**src/rtl/dist_sync_fifo_pkg.sv**
```systemverilog
// Shared types and elaboration helpers for the distributed-RAM synchronous FIFO.
// Holds the flag bundle, its reset value, the count-width rule and the parameter range check.
package dist_fifo_pkg;

  typedef struct packed {
    logic full;
    logic empty;
    logic almost_full;
    logic almost_empty;
    logic overflow;
    logic underflow;
  } fifo_flags_t;

  localparam fifo_flags_t RST_FLAGS = '{
    full:         1'b0,
    empty:        1'b1,
    almost_full:  1'b0,
    almost_empty: 1'b1,
    overflow:     1'b0,
    underflow:    1'b0
  };

  // One extra bit so that a completely full buffer is representable.
  function automatic int count_width(input int addr_width);
    return addr_width + 1;
  endfunction

  function automatic bit params_ok(input int addr_width, input int data_width,
                                   input int almost_full_num, input int almost_empty_num);
    int depth;
    depth = 1 << addr_width;
    return (addr_width >= 4) && (addr_width <= 10) &&
           (data_width >= 1) && (data_width <= 256) &&
           (almost_full_num >= 1) && (almost_full_num <= depth) &&
           (almost_empty_num >= 0) && (almost_empty_num <= depth - 1);
  endfunction

endpackage

```
**src/rtl/dist_sync_fifo_if.sv**
```systemverilog
// Write/read handshake and status bundle of dist_sync_fifo.
// master = producer/consumer side, slave = the FIFO itself.
interface dist_sync_fifo_if
  import dist_fifo_pkg::*;
#(
  parameter int ADDR_WIDTH = 4,
  parameter int DATA_WIDTH = 16
);

  logic                               wr_en;
  logic [DATA_WIDTH-1:0]              wr_data;
  logic                               rd_en;
  logic [DATA_WIDTH-1:0]              rd_data;
  logic                               rd_valid;
  logic                               full;
  logic                               empty;
  logic                               almost_full;
  logic                               almost_empty;
  logic [count_width(ADDR_WIDTH)-1:0] count;
  logic                               overflow;
  logic                               underflow;

  modport master (
    output wr_en, wr_data, rd_en,
    input  rd_data, rd_valid, full, empty, almost_full, almost_empty, count, overflow, underflow
  );

  modport slave (
    input  wr_en, wr_data, rd_en,
    output rd_data, rd_valid, full, empty, almost_full, almost_empty, count, overflow, underflow
  );

endinterface

```
**src/rtl/dist_sync_fifo_ram.sv**
```systemverilog
// Simple dual-port distributed RAM: synchronous write, asynchronous (combinational) read.
module dist_ram_sdp #(
  parameter int ADDR_WIDTH = 4,
  parameter int DATA_WIDTH = 16
) (
  input  logic                  clk,
  input  logic                  we,
  input  logic [ADDR_WIDTH-1:0] waddr,
  input  logic [DATA_WIDTH-1:0] wdata,
  input  logic [ADDR_WIDTH-1:0] raddr,
  output logic [DATA_WIDTH-1:0] rdata
);

  (* ram_style = "distributed" *)
  logic [DATA_WIDTH-1:0] mem [2**ADDR_WIDTH];

  // NOTE: the storage array has no reset; resetting it would turn the RAM into plain flops.
  always_ff @(posedge clk) begin
    if (we) mem[waddr] <= wdata;
  end

  assign rdata = mem[raddr];

endmodule

```
**src/rtl/dist_sync_fifo.sv**
```systemverilog
// Single-clock FIFO on distributed RAM with count, almost flags and overflow/underflow strobes.
// Define DIST_FIFO_FWFT_EN for first-word-fall-through output; default is a registered read port.
module dist_sync_fifo
  import dist_fifo_pkg::*;
#(
  parameter int ADDR_WIDTH       = 4,
  parameter int DATA_WIDTH       = 16,
  parameter int ALMOST_FULL_NUM  = 2**ADDR_WIDTH - 2,
  parameter int ALMOST_EMPTY_NUM = 2
) (
  input logic             clk,
  input logic             rst,
  dist_sync_fifo_if.slave bus
);

  localparam int CW = count_width(ADDR_WIDTH);
  localparam logic [CW-1:0] AF_LVL = CW'(ALMOST_FULL_NUM);
  localparam logic [CW-1:0] AE_LVL = CW'(ALMOST_EMPTY_NUM);

  if (!params_ok(ADDR_WIDTH, DATA_WIDTH, ALMOST_FULL_NUM, ALMOST_EMPTY_NUM)) begin : g_bad_params
    $fatal(1, "dist_sync_fifo: parameter out of range");
  end

  logic [CW-1:0]         wr_ptr, rd_ptr, wr_ptr_nxt, rd_ptr_nxt, count_nxt, count_q;
  logic                  wr_accept, rd_accept;
  fifo_flags_t           flags, flags_nxt;
  logic [DATA_WIDTH-1:0] ram_rdata;

  // NOTE: every combinational output is assigned on every pass, so no latch can be inferred.
  always_comb begin
    wr_accept  = bus.wr_en && !flags.full;
    rd_accept  = bus.rd_en && !flags.empty;
    wr_ptr_nxt = wr_ptr + CW'(wr_accept);
    rd_ptr_nxt = rd_ptr + CW'(rd_accept);
    count_nxt  = wr_ptr_nxt - rd_ptr_nxt;

    flags_nxt.full         = (wr_ptr_nxt[ADDR_WIDTH-1:0] == rd_ptr_nxt[ADDR_WIDTH-1:0]) &&
                             (wr_ptr_nxt[ADDR_WIDTH] != rd_ptr_nxt[ADDR_WIDTH]);
    flags_nxt.empty        = (wr_ptr_nxt == rd_ptr_nxt);
    flags_nxt.almost_full  = (count_nxt >= AF_LVL);
    flags_nxt.almost_empty = (count_nxt <= AE_LVL);
    flags_nxt.overflow     = bus.wr_en && flags.full;
    flags_nxt.underflow    = bus.rd_en && flags.empty;
  end

  // NOTE: state registers use non-blocking assignments so all flops sample pre-edge values together.
  always_ff @(posedge clk) begin
    if (rst) begin
      wr_ptr  <= '0;
      rd_ptr  <= '0;
      count_q <= '0;
      flags   <= RST_FLAGS;
    end else begin
      wr_ptr  <= wr_ptr_nxt;
      rd_ptr  <= rd_ptr_nxt;
      count_q <= count_nxt;
      flags   <= flags_nxt;
    end
  end

  dist_ram_sdp #(
    .ADDR_WIDTH (ADDR_WIDTH),
    .DATA_WIDTH (DATA_WIDTH)
  ) u_ram (
    .clk   (clk),
    .we    (wr_accept),
    .waddr (wr_ptr[ADDR_WIDTH-1:0]),
    .wdata (bus.wr_data),
    .raddr (rd_ptr[ADDR_WIDTH-1:0]),
    .rdata (ram_rdata)
  );

`ifdef DIST_FIFO_FWFT_EN
  // Head word is shown straight from the RAM; rd_en acknowledges it.
  assign bus.rd_data  = ram_rdata;
  assign bus.rd_valid = !flags.empty;
`else
  logic [DATA_WIDTH-1:0] rd_data_q;
  logic                  rd_valid_q;

  always_ff @(posedge clk) begin
    if (rst) begin
      rd_data_q  <= '0;
      rd_valid_q <= 1'b0;
    end else begin
      rd_valid_q <= rd_accept;
      if (rd_accept) rd_data_q <= ram_rdata;
    end
  end

  assign bus.rd_data  = rd_data_q;
  assign bus.rd_valid = rd_valid_q;
`endif

  assign bus.full         = flags.full;
  assign bus.empty        = flags.empty;
  assign bus.almost_full  = flags.almost_full;
  assign bus.almost_empty = flags.almost_empty;
  assign bus.overflow     = flags.overflow;
  assign bus.underflow    = flags.underflow;
  assign bus.count        = count_q;

endmodule
```
**src/flat_wrapper.sv**
```systemverilog
// flat-port wrapper written by rule: the top's interface ports become plain ports
module dist_sync_fifo_flat import dist_fifo_pkg::*;
#(
  parameter int ADDR_WIDTH       = 4,
  parameter int DATA_WIDTH       = 16,
  parameter int ALMOST_FULL_NUM  = 2**ADDR_WIDTH - 2,
  parameter int ALMOST_EMPTY_NUM = 2
)
  (clk, rst, bus_wr_en, bus_wr_data, bus_rd_en, bus_rd_data, bus_rd_valid, bus_full, bus_empty, bus_almost_full, bus_almost_empty, bus_count, bus_overflow, bus_underflow);
  dist_sync_fifo_if #(.ADDR_WIDTH(ADDR_WIDTH), .DATA_WIDTH(DATA_WIDTH)) bus_i ();
  input logic clk;
  input logic rst;
  input wire logic [$bits(bus_i.wr_en)-1:0] bus_wr_en;
  input wire logic [$bits(bus_i.wr_data)-1:0] bus_wr_data;
  input wire logic [$bits(bus_i.rd_en)-1:0] bus_rd_en;
  output wire logic [$bits(bus_i.rd_data)-1:0] bus_rd_data;
  output wire logic [$bits(bus_i.rd_valid)-1:0] bus_rd_valid;
  output wire logic [$bits(bus_i.full)-1:0] bus_full;
  output wire logic [$bits(bus_i.empty)-1:0] bus_empty;
  output wire logic [$bits(bus_i.almost_full)-1:0] bus_almost_full;
  output wire logic [$bits(bus_i.almost_empty)-1:0] bus_almost_empty;
  output wire logic [$bits(bus_i.count)-1:0] bus_count;
  output wire logic [$bits(bus_i.overflow)-1:0] bus_overflow;
  output wire logic [$bits(bus_i.underflow)-1:0] bus_underflow;
  assign bus_i.wr_en = bus_wr_en;
  assign bus_i.wr_data = bus_wr_data;
  assign bus_i.rd_en = bus_rd_en;
  assign bus_rd_data = bus_i.rd_data;
  assign bus_rd_valid = bus_i.rd_valid;
  assign bus_full = bus_i.full;
  assign bus_empty = bus_i.empty;
  assign bus_almost_full = bus_i.almost_full;
  assign bus_almost_empty = bus_i.almost_empty;
  assign bus_count = bus_i.count;
  assign bus_overflow = bus_i.overflow;
  assign bus_underflow = bus_i.underflow;
  dist_sync_fifo #(.ADDR_WIDTH(ADDR_WIDTH), .DATA_WIDTH(DATA_WIDTH), .ALMOST_FULL_NUM(ALMOST_FULL_NUM), .ALMOST_EMPTY_NUM(ALMOST_EMPTY_NUM)) u_core (.clk(clk), .rst(rst), .bus(bus_i));
endmodule
```
**config.mk**
```make
export PLATFORM = sky130hd
export DESIGN_NAME = dist_sync_fifo_flat
export DESIGN_NICKNAME = d
export VERILOG_FILES = /design/src/rtl/dist_sync_fifo_pkg.sv /design/src/rtl/dist_sync_fifo_if.sv /design/src/rtl/dist_sync_fifo_ram.sv /design/src/rtl/dist_sync_fifo.sv /design/src/flat_wrapper.sv
export SDC_FILE = /design/constraint.sdc
export NUM_CORES = 1
export LEC_CHECK = 0
export ABC_AREA = 0
export ABC_CLOCK_PERIOD_IN_PS = 3100
export BUFFER_PORTS_ARGS = -buffer_cell sky130_fd_sc_hd__buf_2
export CAP_MARGIN = 20
export CORE_UTILIZATION = 53
export DETAILED_ROUTE_END_ITERATION = 16
export PLACE_DENSITY = 0.84
export SLEW_MARGIN = 40
export SYNTH_ARGS = -nofsm -noshare
export SYNTH_HDL_FRONTEND = slang
export SYNTH_SLANG_ARGS = --single-unit
```
**constraint.sdc**
```tcl
create_clock -name clk -period 3.1 [get_ports clk]
set_input_delay 0.155 -clock clk [delete_from_list [all_inputs] [get_ports clk]]
set_output_delay 0.155 -clock clk [all_outputs]
set_load 0.05 [all_outputs]
```
## Yosys cells after proc, flatten, opt, wreduce, memory -nomap -nowiden

Memories as Yosys holds them, arrays and structs flattened. A register that Yosys moved wholly into a read port is not among the register bits.
Index checks and enable logic that the tools add are counted.

| storage, ports and cells | value |
|---|---|
| bits in registers | 22 |
| bits in latches | 0 |
| memory bits (writable) | 256 |
| ROM bits | 0 |
| input bits | 20 |
| output and inout bits | 28 |
| logic and storage cells | 28 |
| memories | 1 |

Memories:

| name | words | width | read ports | clocked after Yosys merged registers in | wr ports | RTL line | source |
|---|---|---|---|---|---|---|---|
| u_core.u_ram.mem | 16 | 16 | 1 | 1 | 1 | dist_sync_fifo_ram.sv:15 | `logic [DATA_WIDTH-1:0] mem [2**ADDR_WIDTH];` |

| operators by class | value |
|---|---|
| $add $sub $neg | 3 |
| $mul | 0 |
| divide/modulo/power cells | 0 |
| order comparisons | 2 |
| equality and inequality tests | 3 |
| shifts and indexed selects | 0 |
| mux-type cells | 2 |
| bitwise gates (word level) | 0 |
| reduce and logical (&&, ||, !) cells | 7 |

Operator list:

| operator | number |
|---|---|
| adder 5 x 1 -> 5 bit | 2 |
| == test 5 bit | 1 |
| >= comparator 5 x 4 -> 1 bit (second input constant) | 1 |
| less-or-equal comparator 5 x 2 -> 1 bit (second input constant) | 1 |
| logical AND 1 bit | 5 |
| subtractor 5 bit | 1 |
| == test 4 bit | 1 |
| logical NOT 1 bit | 2 |
| two-way mux 1 bit | 2 |
| inequality test 1 bit | 1 |

## Logic depth before layout (Yosys ltp)

Gate-level depths: netlist of the first run.

| logic depth | value |
|---|---|
| depth after elaboration | 5 |
| depth in mapped cells | 14 |
| mapped depth without buffers | 12 |

## Hierarchy

From an unflattened synthesis of the first run, not the netlist that was laid out.

| second synthesis, totals | value |
|---|---|
| cells, all modules | 576 |
| area total of the unflattened synthesis | 11,200.7 um^2 |

By module, submodules not included:

| module | times used | cells an instance | area an instance (um^2) | seq. area each (um^2) |
|---|---|---|---|---|
| dist_ram_sdp | 1 | 416 | 9,723.1 | 7,687.4 |
| dist_sync_fifo | 1 | 160 | 1,477.7 | 760.7 |

## Worst setup path after synthesis of the first run

OpenSTA, ideal clock, no wires.

| path | value |
|---|---|
| path kind | reg2reg |
| start | register u_core.flags, in the netlist u_core.bus.empty |
| end | register u_core.flags, in the netlist u_core.bus.almost_empty |
| setup time | 0.115 ns |
| arrival | 3.292 ns |
| data required time | 2.985 ns |
| setup slack | -0.307 ns |
| stages on the path, launching flop included | 15 |
| buffers on the path | 2 |
| clock period less this slack | 3.407 ns |
| cell sequence | dfxtp_1 nand2b_1 clkbuf_1 clkbuf_1 inv_1 ha_1 ha_1 xnor2_1 inv_1 ha_1 a21oi_1 nor2_2 a221oi_2 xor2_1 a31o_1 |

| on the way | value |
|---|---|
| word-level cells in the longest chain between the ends | 5 |

RTL lines:

| what | RTL line | source |
|---|---|---|
| from (decl) | dist_sync_fifo.sv:26 | `fifo_flags_t flags, flags_nxt;` |
| from (signal assigned) | dist_sync_fifo.sv:57 | `flags <= flags_nxt;` |
| logical NOT 1 bit | dist_sync_fifo.sv:32 | `rd_accept = bus.rd_en && !flags.empty;` |
| logical AND 1 bit | dist_sync_fifo.sv:32 |  |
| net u_core.rd_accept | dist_sync_fifo.sv:25 | `logic wr_accept, rd_accept;` |
| adder 5 x 1 -> 5 bit | dist_sync_fifo.sv:34 | `rd_ptr_nxt = rd_ptr + CW'(rd_accept);` |
| subtractor 5 bit | dist_sync_fifo.sv:35 | `count_nxt = wr_ptr_nxt - rd_ptr_nxt;` |
| less-or-equal comparator 5 x 2 -> 1 bit | dist_sync_fifo.sv:41 | `flags_nxt.almost_empty = (count_nxt <= AE_LVL);` |

The timed path passes the listed nets, and every way through them passes these cells.
A chain may end at the register's enable or synchronous reset.

## Final worst setup path of the first run

| path | value |
|---|---|
| start | register u_core.flags, in the netlist u_core.bus.full |
| end | register u_core.flags, in the netlist u_core.bus.almost_empty |

| on the way | value |
|---|---|
| word-level cells in the longest chain between the ends | 5 |

RTL lines:

| what | RTL line | source |
|---|---|---|
| logical NOT 1 bit | dist_sync_fifo.sv:31 | `wr_accept = bus.wr_en && !flags.full;` |
| logical AND 1 bit | dist_sync_fifo.sv:31 |  |
| adder 5 x 1 -> 5 bit | dist_sync_fifo.sv:33 | `wr_ptr_nxt = wr_ptr + CW'(wr_accept);` |
| subtractor 5 bit | dist_sync_fifo.sv:35 |  |
| less-or-equal comparator 5 x 2 -> 1 bit | dist_sync_fifo.sv:41 |  |

Every way passes these cells.

==> impl_metrics.yaml, run 1 <==
critical_path:
  worstPathArrival_ps: 3280
  worstRegToRegCells: 11
  crit_buf_inv: 1
  required_ps: 3580
  reg2reg_from: "u_core.bus.full"
  max_stage_delay_ps: 400
  slowest_stage: "nor2b_1"
  worst-path-max-fanout: 6
  crit_top_cell: "ha_1"
  r2r-end: "u_core.bus.almost_empty"
  endpoint_kind: "flip-flop"
  path_cells: "nor2b_1 > ha_1 > xnor2_1 > xnor2_2 > inv_1 > ha_1 > a21oi_1 > nor2_2 > a221oi_2 > xor2_1 > a31o_1"
  crit_type: "reg2reg"
  cpLargestDelayFamily: "compound AO/OA/AOI/OAI gates"
  regToRegSetupSlack_ps: 310
  cp-start-kind: "flip-flop"
synthesis:
  synth_top_family_by_area: "multiplexers"
  synth_compound_area_frac: 0.0423
  yosysMostFrequentCell: "edfxtp_1"
  yosys.area_share.simple: 0.0316
  syn_area_um2: 11100
  yosysSeqAreaShare: 0.758
  synth_top_area_cell: "edfxtp_1"
  yosys.area.top_type_share: 0.689
  synth_cell_types: 32
  async_flop_share: 0
  synthAdderAreaFrac: 0.0110
  synth_fp_nets: 598
  synth_mux_area_frac: 0.129
  postSynthCellCount: 569
  syn_avg_cell_area_um2: 19.6
  ys_ff_latch: 294
  synth_edf_count: 256
  synth_area_leaders: "edfxtp_1 69%, mux4_2 13%, dfxtp_1 6.8%"
  ys.warnings.count: 0
  synthFlopType: "edfxtp_1"
  netlist_top_cells_count: "256 x edfxtp_1, 64 x mux4_2, 44 x nor2_1, 38 x dfxtp_1, 34 x a21oi_1"
  synth_xor_area_frac: 0.0146
floorplan:
  die_width_um: 147
  core_um2: 20400
  start_util: 0.546
  die_y_um: 147
  row_count: 52
  dieArea_um2: 21600
  io_pins: 48
grt:
  grt_overflow: 0
  grt_pass1_wl_um: 36100
  grt_pass1_vias: 6142
  antenna_found_initial: 0
  grtUsageTotal: 0.229
  grt_max_degree: 65
finish:
  area_delta_synth_final_pct: 16.7
  drive_gt1_frac: 0.293
  final_cells: 955
  antenna_cells: 0
  postLayoutCoreUtil: 0.637
  nFillCells: 1340
  fin_area_um2: 13000
  fin_nets: 692
clock_tree:
  numClockSinks: 294
  clockBufferDepth: 3
  cts_tree: "yes"
  clk_latency_ps: 550
  clockRootBuffer: "clkbuf_16"
  cts_buffers: 28
  cts_max_level: 1
  cts.clk_slew.worst_paths_ps: 60
drt:
  drt_iter0_drc: 683
  vias: 5883
  vias_per_cell: 6.16
  ant_nets: 0
  drcViolationCount: 0
  wl_per_cell_um: 25.0
  drt_first_pass_iters: 5
  routed_wl_um: 23900
hold_path:
  hp-class: "in2reg"
  min_from: "rst"
  whs_path_depth: 2
  holdPathEnd: "u_core.rd_ptr[1]"
sta:
  hold_violations: 0
  worstMarginPinSlew_ps: 632
  setup_tns_ps: 0
  clock_skew_ps: 15.2
  maxClockFrequency_mhz: 358
  finalCritPeriodShare: 0.902
  slew_headroom: 0.579
  setup_viol: 0
  post-route-min-period_ps: 2790
  rsz0062_at_grt: "false"
  slew_violations: 0
job:
  maxCapViolCount: 0
place:
  post-dp-hpwl_um: 13200
  postPlaceCellArea_um2: 11900
  post-place-cells: 884
  port_buffers: 47
  routabilityCongestion: 0.841
power_and_ir_drop:
  powerDensity_nw_per_um2: 678
  total_power_mw: 8.82
  peakVddDrop_v: 0.000590
  leakage_nw: 4.34
outcome:
  status: "completed"
## placed cells by master, fill, tap and decap left out, types with 2 or more instances in the layout
cell type / count
xnor2_2: 3
clkbuf_8: 7
buf_2: 47
xor2_1: 8
nand3_1: 5
dfxtp_1: 35
nor3_2: 4
a22oi_1: 32
nor2b_1: 7
dlygate4sd3_1: 18
bufinv_16: 2
clkbuf_16: 28
nand2b_1: 4
dfxtp_2: 2
ha_1: 9
a21oi_1: 34
nor2_1: 44
inv_1: 7
clkinv_2: 5
edfxtp_1: 256
nand3b_1: 2
buf_4: 26
clkbuf_1: 7
xnor2_1: 4
mux4_2: 64
nand2_1: 6
## sequential cells by signal, summed over array words and instances (netlist names)
register and flops:
u_core.bus.full 1, u_core.u_ram.mem 256, u_core.bus.rd_valid 1, u_core.bus.almost_empty 1, u_core.bus.count 5, u_core.bus.almost_full 1
u_core.rd_ptr 5, u_core.bus.rd_data 16, u_core.wr_ptr 5, u_core.bus.empty 1, u_core.bus.overflow 1, u_core.bus.underflow 1
## metrics by stage
stage                     setup WS (ps)  hold slack (ps)
after floorplan                    18.0              254
after global placement              549              387
after detailed placement            296              391
after CTS                           278              198
after global routing               97.9             63.5
final                               305             58.3
## what timing repair did
action,4_1_cts,5_1_grt
endpoints found under the setup margin,0,0
endpoints found under the hold margin,258,0
gates resized for setup,0,0
hold buffers,18,0
buffers inserted,0,0
## cell families after synthesis
logic type                 count (synthesis)
muxes                                     64
DFF                                      294
adders and majority gates                 10
buffers and inverters                     37
xor gates and xnor gates                  16
AOI/OAI and AO/OA                         71
and+or+nand+nor                           77
## where the power goes
| group | switching, mW | internal [mW] |
|---|---|---|
| clock | 1.42 | 2.01 |
| sequential | 0.0435 | 4.40 |
| combinational | 0.577 | 0.383 |
## how the worst max path moves through the flow
stage	end	slack [ps]	startpoint	cells past startpoint
4_1_cts	u_core.bus.almost_full	280	u_core.bus.full	11
3_5_place_dp	u_core.bus.almost_full	300	u_core.bus.full	11
3_3_place_gp	u_core.bus.almost_full	550	u_core.bus.empty	12
5_1_grt	u_core.bus.almost_empty	100	u_core.bus.full	11
6_report	u_core.bus.almost_empty	310	u_core.bus.full	11
2_1_floorplan	u_core.bus.almost_empty	20	u_core.bus.empty	14
## layer usage
layer | GRT usage | part of all wire
met3 | 0.0432 | 0.087
met2 | 0.384 | 0.50
met1 | 0.306 | 0.38
met5 | 0 | 0
met4 | 0.0727 | 0.033
## final cells by class
type / count / area, µm² / share of cell area
clock buffers: 42 / 823 / 0.0633
inverters: 7 / 26.3 / 0.00202
multi-input cells: 238 / 2580 / 0.198
repair buffers: 94 / 669 / 0.0515
flip-flops and latches: 294 / 8450 / 0.650
clock inverters: 10 / 118 / 0.00904
well taps: 270 / 338 / 0.0260
No activity file was read; power rests on OpenSTA's default activity.
==> run 2, diff against run 1 <==
--- a/config.mk
+++ b/config.mk
@@ -15,4 +15,5 @@
 export SLEW_MARGIN = 40
 export SYNTH_ARGS = -nofsm -noshare
 export SYNTH_HDL_FRONTEND = slang
+export SYNTH_HIERARCHICAL = 1
 export SYNTH_SLANG_ARGS = --single-unit
==> run 2 against run 1 <==
Effect of this change: critical path depth fell by 1; die area rose by 0.46%; cell count rose by 0.84%.
==> impl_metrics.yaml, run 2 <==
power_and_ir_drop:
  leakage_nw: 4.31
  powerDensity_nw_per_um2: 668
  peakVddDrop_v: 0.000547
clock_tree:
  cts.clk_slew.worst_paths_ps: 60
  clk_latency_ps: 540
  cts_tree: "yes"
  clockBufferDepth: 3
  numClockSinks: 294
  cts_buffers: 28
  clockRootBuffer: "clkbuf_16"
  cts_max_level: 1
  postCtsResizedCells: 0
synthesis:
  yosysSeqAreaShare: 0.754
  syn_avg_cell_area_um2: 19.4
  async_flop_share: 0
  synth_edf_count: 256
  synth_cell_types: 34
  postSynthCellCount: 576
  synth_area_leaders: "edfxtp_1 69%, mux4_2 11%, dfxtp_1 6.8%"
  yosys.area.top_type_share: 0.686
  ys.warnings.count: 6
  ys_ff_latch: 294
  yosysMostFrequentCell: "edfxtp_1"
  netlist_top_cells_count: "256 x edfxtp_1, 54 x mux4_2, 51 x nand2_1, 38 x dfxtp_1, 32 x a22oi_1"
  synth_fp_nets: 603
  synthFlopType: "edfxtp_1"
  synth_top_area_cell: "edfxtp_1"
  syn_area_um2: 11200
floorplan:
  core_um2: 20500
  dieArea_um2: 21700
  start_util: 0.547
  io_pins: 48
  die_width_um: 147
  row_count: 52
  die_y_um: 147
finish:
  most-common-layout-cells: "256 x edfxtp_1, 54 x mux4_2, 51 x nand2_1"
  final_cells: 963
  regMostFlops: "u_core/u_ram/mem"
  antenna_cells: 0
  fin_nets: 698
  area_delta_synth_final_pct: 15.4
  multi_input_area_um2: 2610
  drive_gt1_frac: 0.283
  mostFrequentLayoutCell: "edfxtp_1"
  regArea_um2: 8460
  postLayoutCoreUtil: 0.631
  nFillCells: 1306
  largest_reg_flops: 256
hold_path:
  whs_path_depth: 1
  min_from: "bus_wr_data[12]"
  hp-class: "in2reg"
  holdPathEnd: "u_core/u_ram/mem[7][12]"
sta:
  setup_tns_ps: 0
  post-route-min-period_ps: 2860
  finalCritPeriodShare: 0.922
  maxClockFrequency_mhz: 350
  hold_violations: 0
  clock_skew_ps: 12.7
  rsz0062_at_grt: "false"
  slew_violations: 0
  setup_viol: 0
  worstMarginPinSlew_ps: 765
  slew_headroom: 0.490
drt:
  drt_iter0_drc: 663
  wl_per_cell_um: 25.2
  drt_first_pass_iters: 5
  vias_per_cell: 6.18
  vias: 5956
  drcViolationCount: 0
  ant_nets: 0
  routed_wl_um: 24300
grt:
  antenna_found_initial: 0
  grt_max_degree: 65
  grtUsageTotal: 0.229
  grt_overflow: 0
  grt_pass1_vias: 6080
  grt_pass1_wl_um: 36000
critical_path:
  cpLargestDelayFamily: "adder cells"
  regToRegSetupSlack_ps: 240
  endpoint_kind: "flip-flop"
  worstRegToRegCells: 10
  r2r-end: "u_core/bus.almost_empty"
  slowest_stage: "nor2b_1"
  reg2reg_from: "u_core/bus.full"
  crit_type: "reg2reg"
  worstPathArrival_ps: 3340
  worst-path-max-fanout: 5
  required_ps: 3580
  path_cells: "nor2b_1 > ha_1 > ha_1 > xnor2_1 > ha_1 > a21oi_1 > maj3_2 > maj3_2 > xor2_1 > a41o_1"
  crit_buf_inv: 0
  crit_top_cell: "ha_1"
  cp-start-kind: "flip-flop"
  max_stage_delay_ps: 360
place:
  port_buffers: 47
  post-place-cells: 897
  routabilityCongestion: 0.791
  post-dp-hpwl_um: 14000
job:
  maxCapViolCount: 0
outcome:
  status: "completed"
run 2: changes by cell type in the layout (fill, tap and decap cells not counted), moves of 4 or more:
| cell | before | now |
|---|---|---|
| nor2_1 | 44 | 25 |
| dlygate4sd3_1 | 18 | 14 |
| buf_4 | 26 | 31 |
| mux4_2 | 64 | 54 |
| nand2_1 | 6 | 51 |
| maj3_2 | 0 | 4 |
| mux4_1 | 0 | 10 |
| a21oi_1 | 34 | 17 |
run 2: kinds of logic after synthesis:
group,count (synthesis),share of synthesized area
flops,294,0.754
simple gates,105,0.0410
mux,64,0.132
fa+ha+maj,11,0.0118
buf+inv,35,0.0157
compound gates,52,0.0314
xor+xnor,15,0.0137
run 2: layout make-up:
type                    instances  area share
multi-input cells             247       0.201
well taps                     270      0.0261
flip-flops and latches        294       0.654
clock buffers                  44      0.0644
clock inverters                 8     0.00329
repair buffers                 93      0.0486
inverters                       7     0.00213
run 2: through the flow:
stage	hold slack (ps)	instance area [µm²]	setup WS [ps]	power, mW
floorplan	254	11200	1.03	5.22
global placement	386	11900	460	5.43
detailed placement	392	11900	327	5.47
CTS	0.672	12900	261	8.68
global route	17.7	12900	179	8.88
finish	10.8	12900	243	8.63
run 2: repair_timing:
item                                   in CTS  in global routing
endpoints found under the hold margin     168                  0
setup buffers                               0                  0
hold buffers                               14                  0
run 2: worst max-delay path by stage:
stage                      from                      end  slack, ps  depth (start not counted)
6_report        u_core/bus.full  u_core/bus.almost_empty        240                         10
2_1_floorplan  u_core/bus.empty  u_core/bus.almost_empty          1                         13
3_3_place_gp   u_core/bus.empty  u_core/bus.almost_empty        460                         11
5_1_grt         u_core/bus.full  u_core/bus.almost_empty        180                         10
4_1_cts         u_core/bus.full  u_core/bus.almost_empty        260                         10
3_5_place_dp    u_core/bus.full  u_core/bus.almost_empty        330                         10
run 2: power by group:
group	switching (mW)	internal, mW
combinational	0.580	0.379
clock	1.39	1.84
sequential	0.0442	4.40
total	2.02	6.62
run 2: routing by layer:
layer  global-route usage  routed length [µm]  share of wire  up-vias
met5                    0                   0              0        -
met1                0.302                9140           0.38     3066
met4                0.110                1180          0.049        0
met3               0.0324                1920          0.079       82
met2                0.380               12100           0.50      319
li1                     -                   -              -     2489
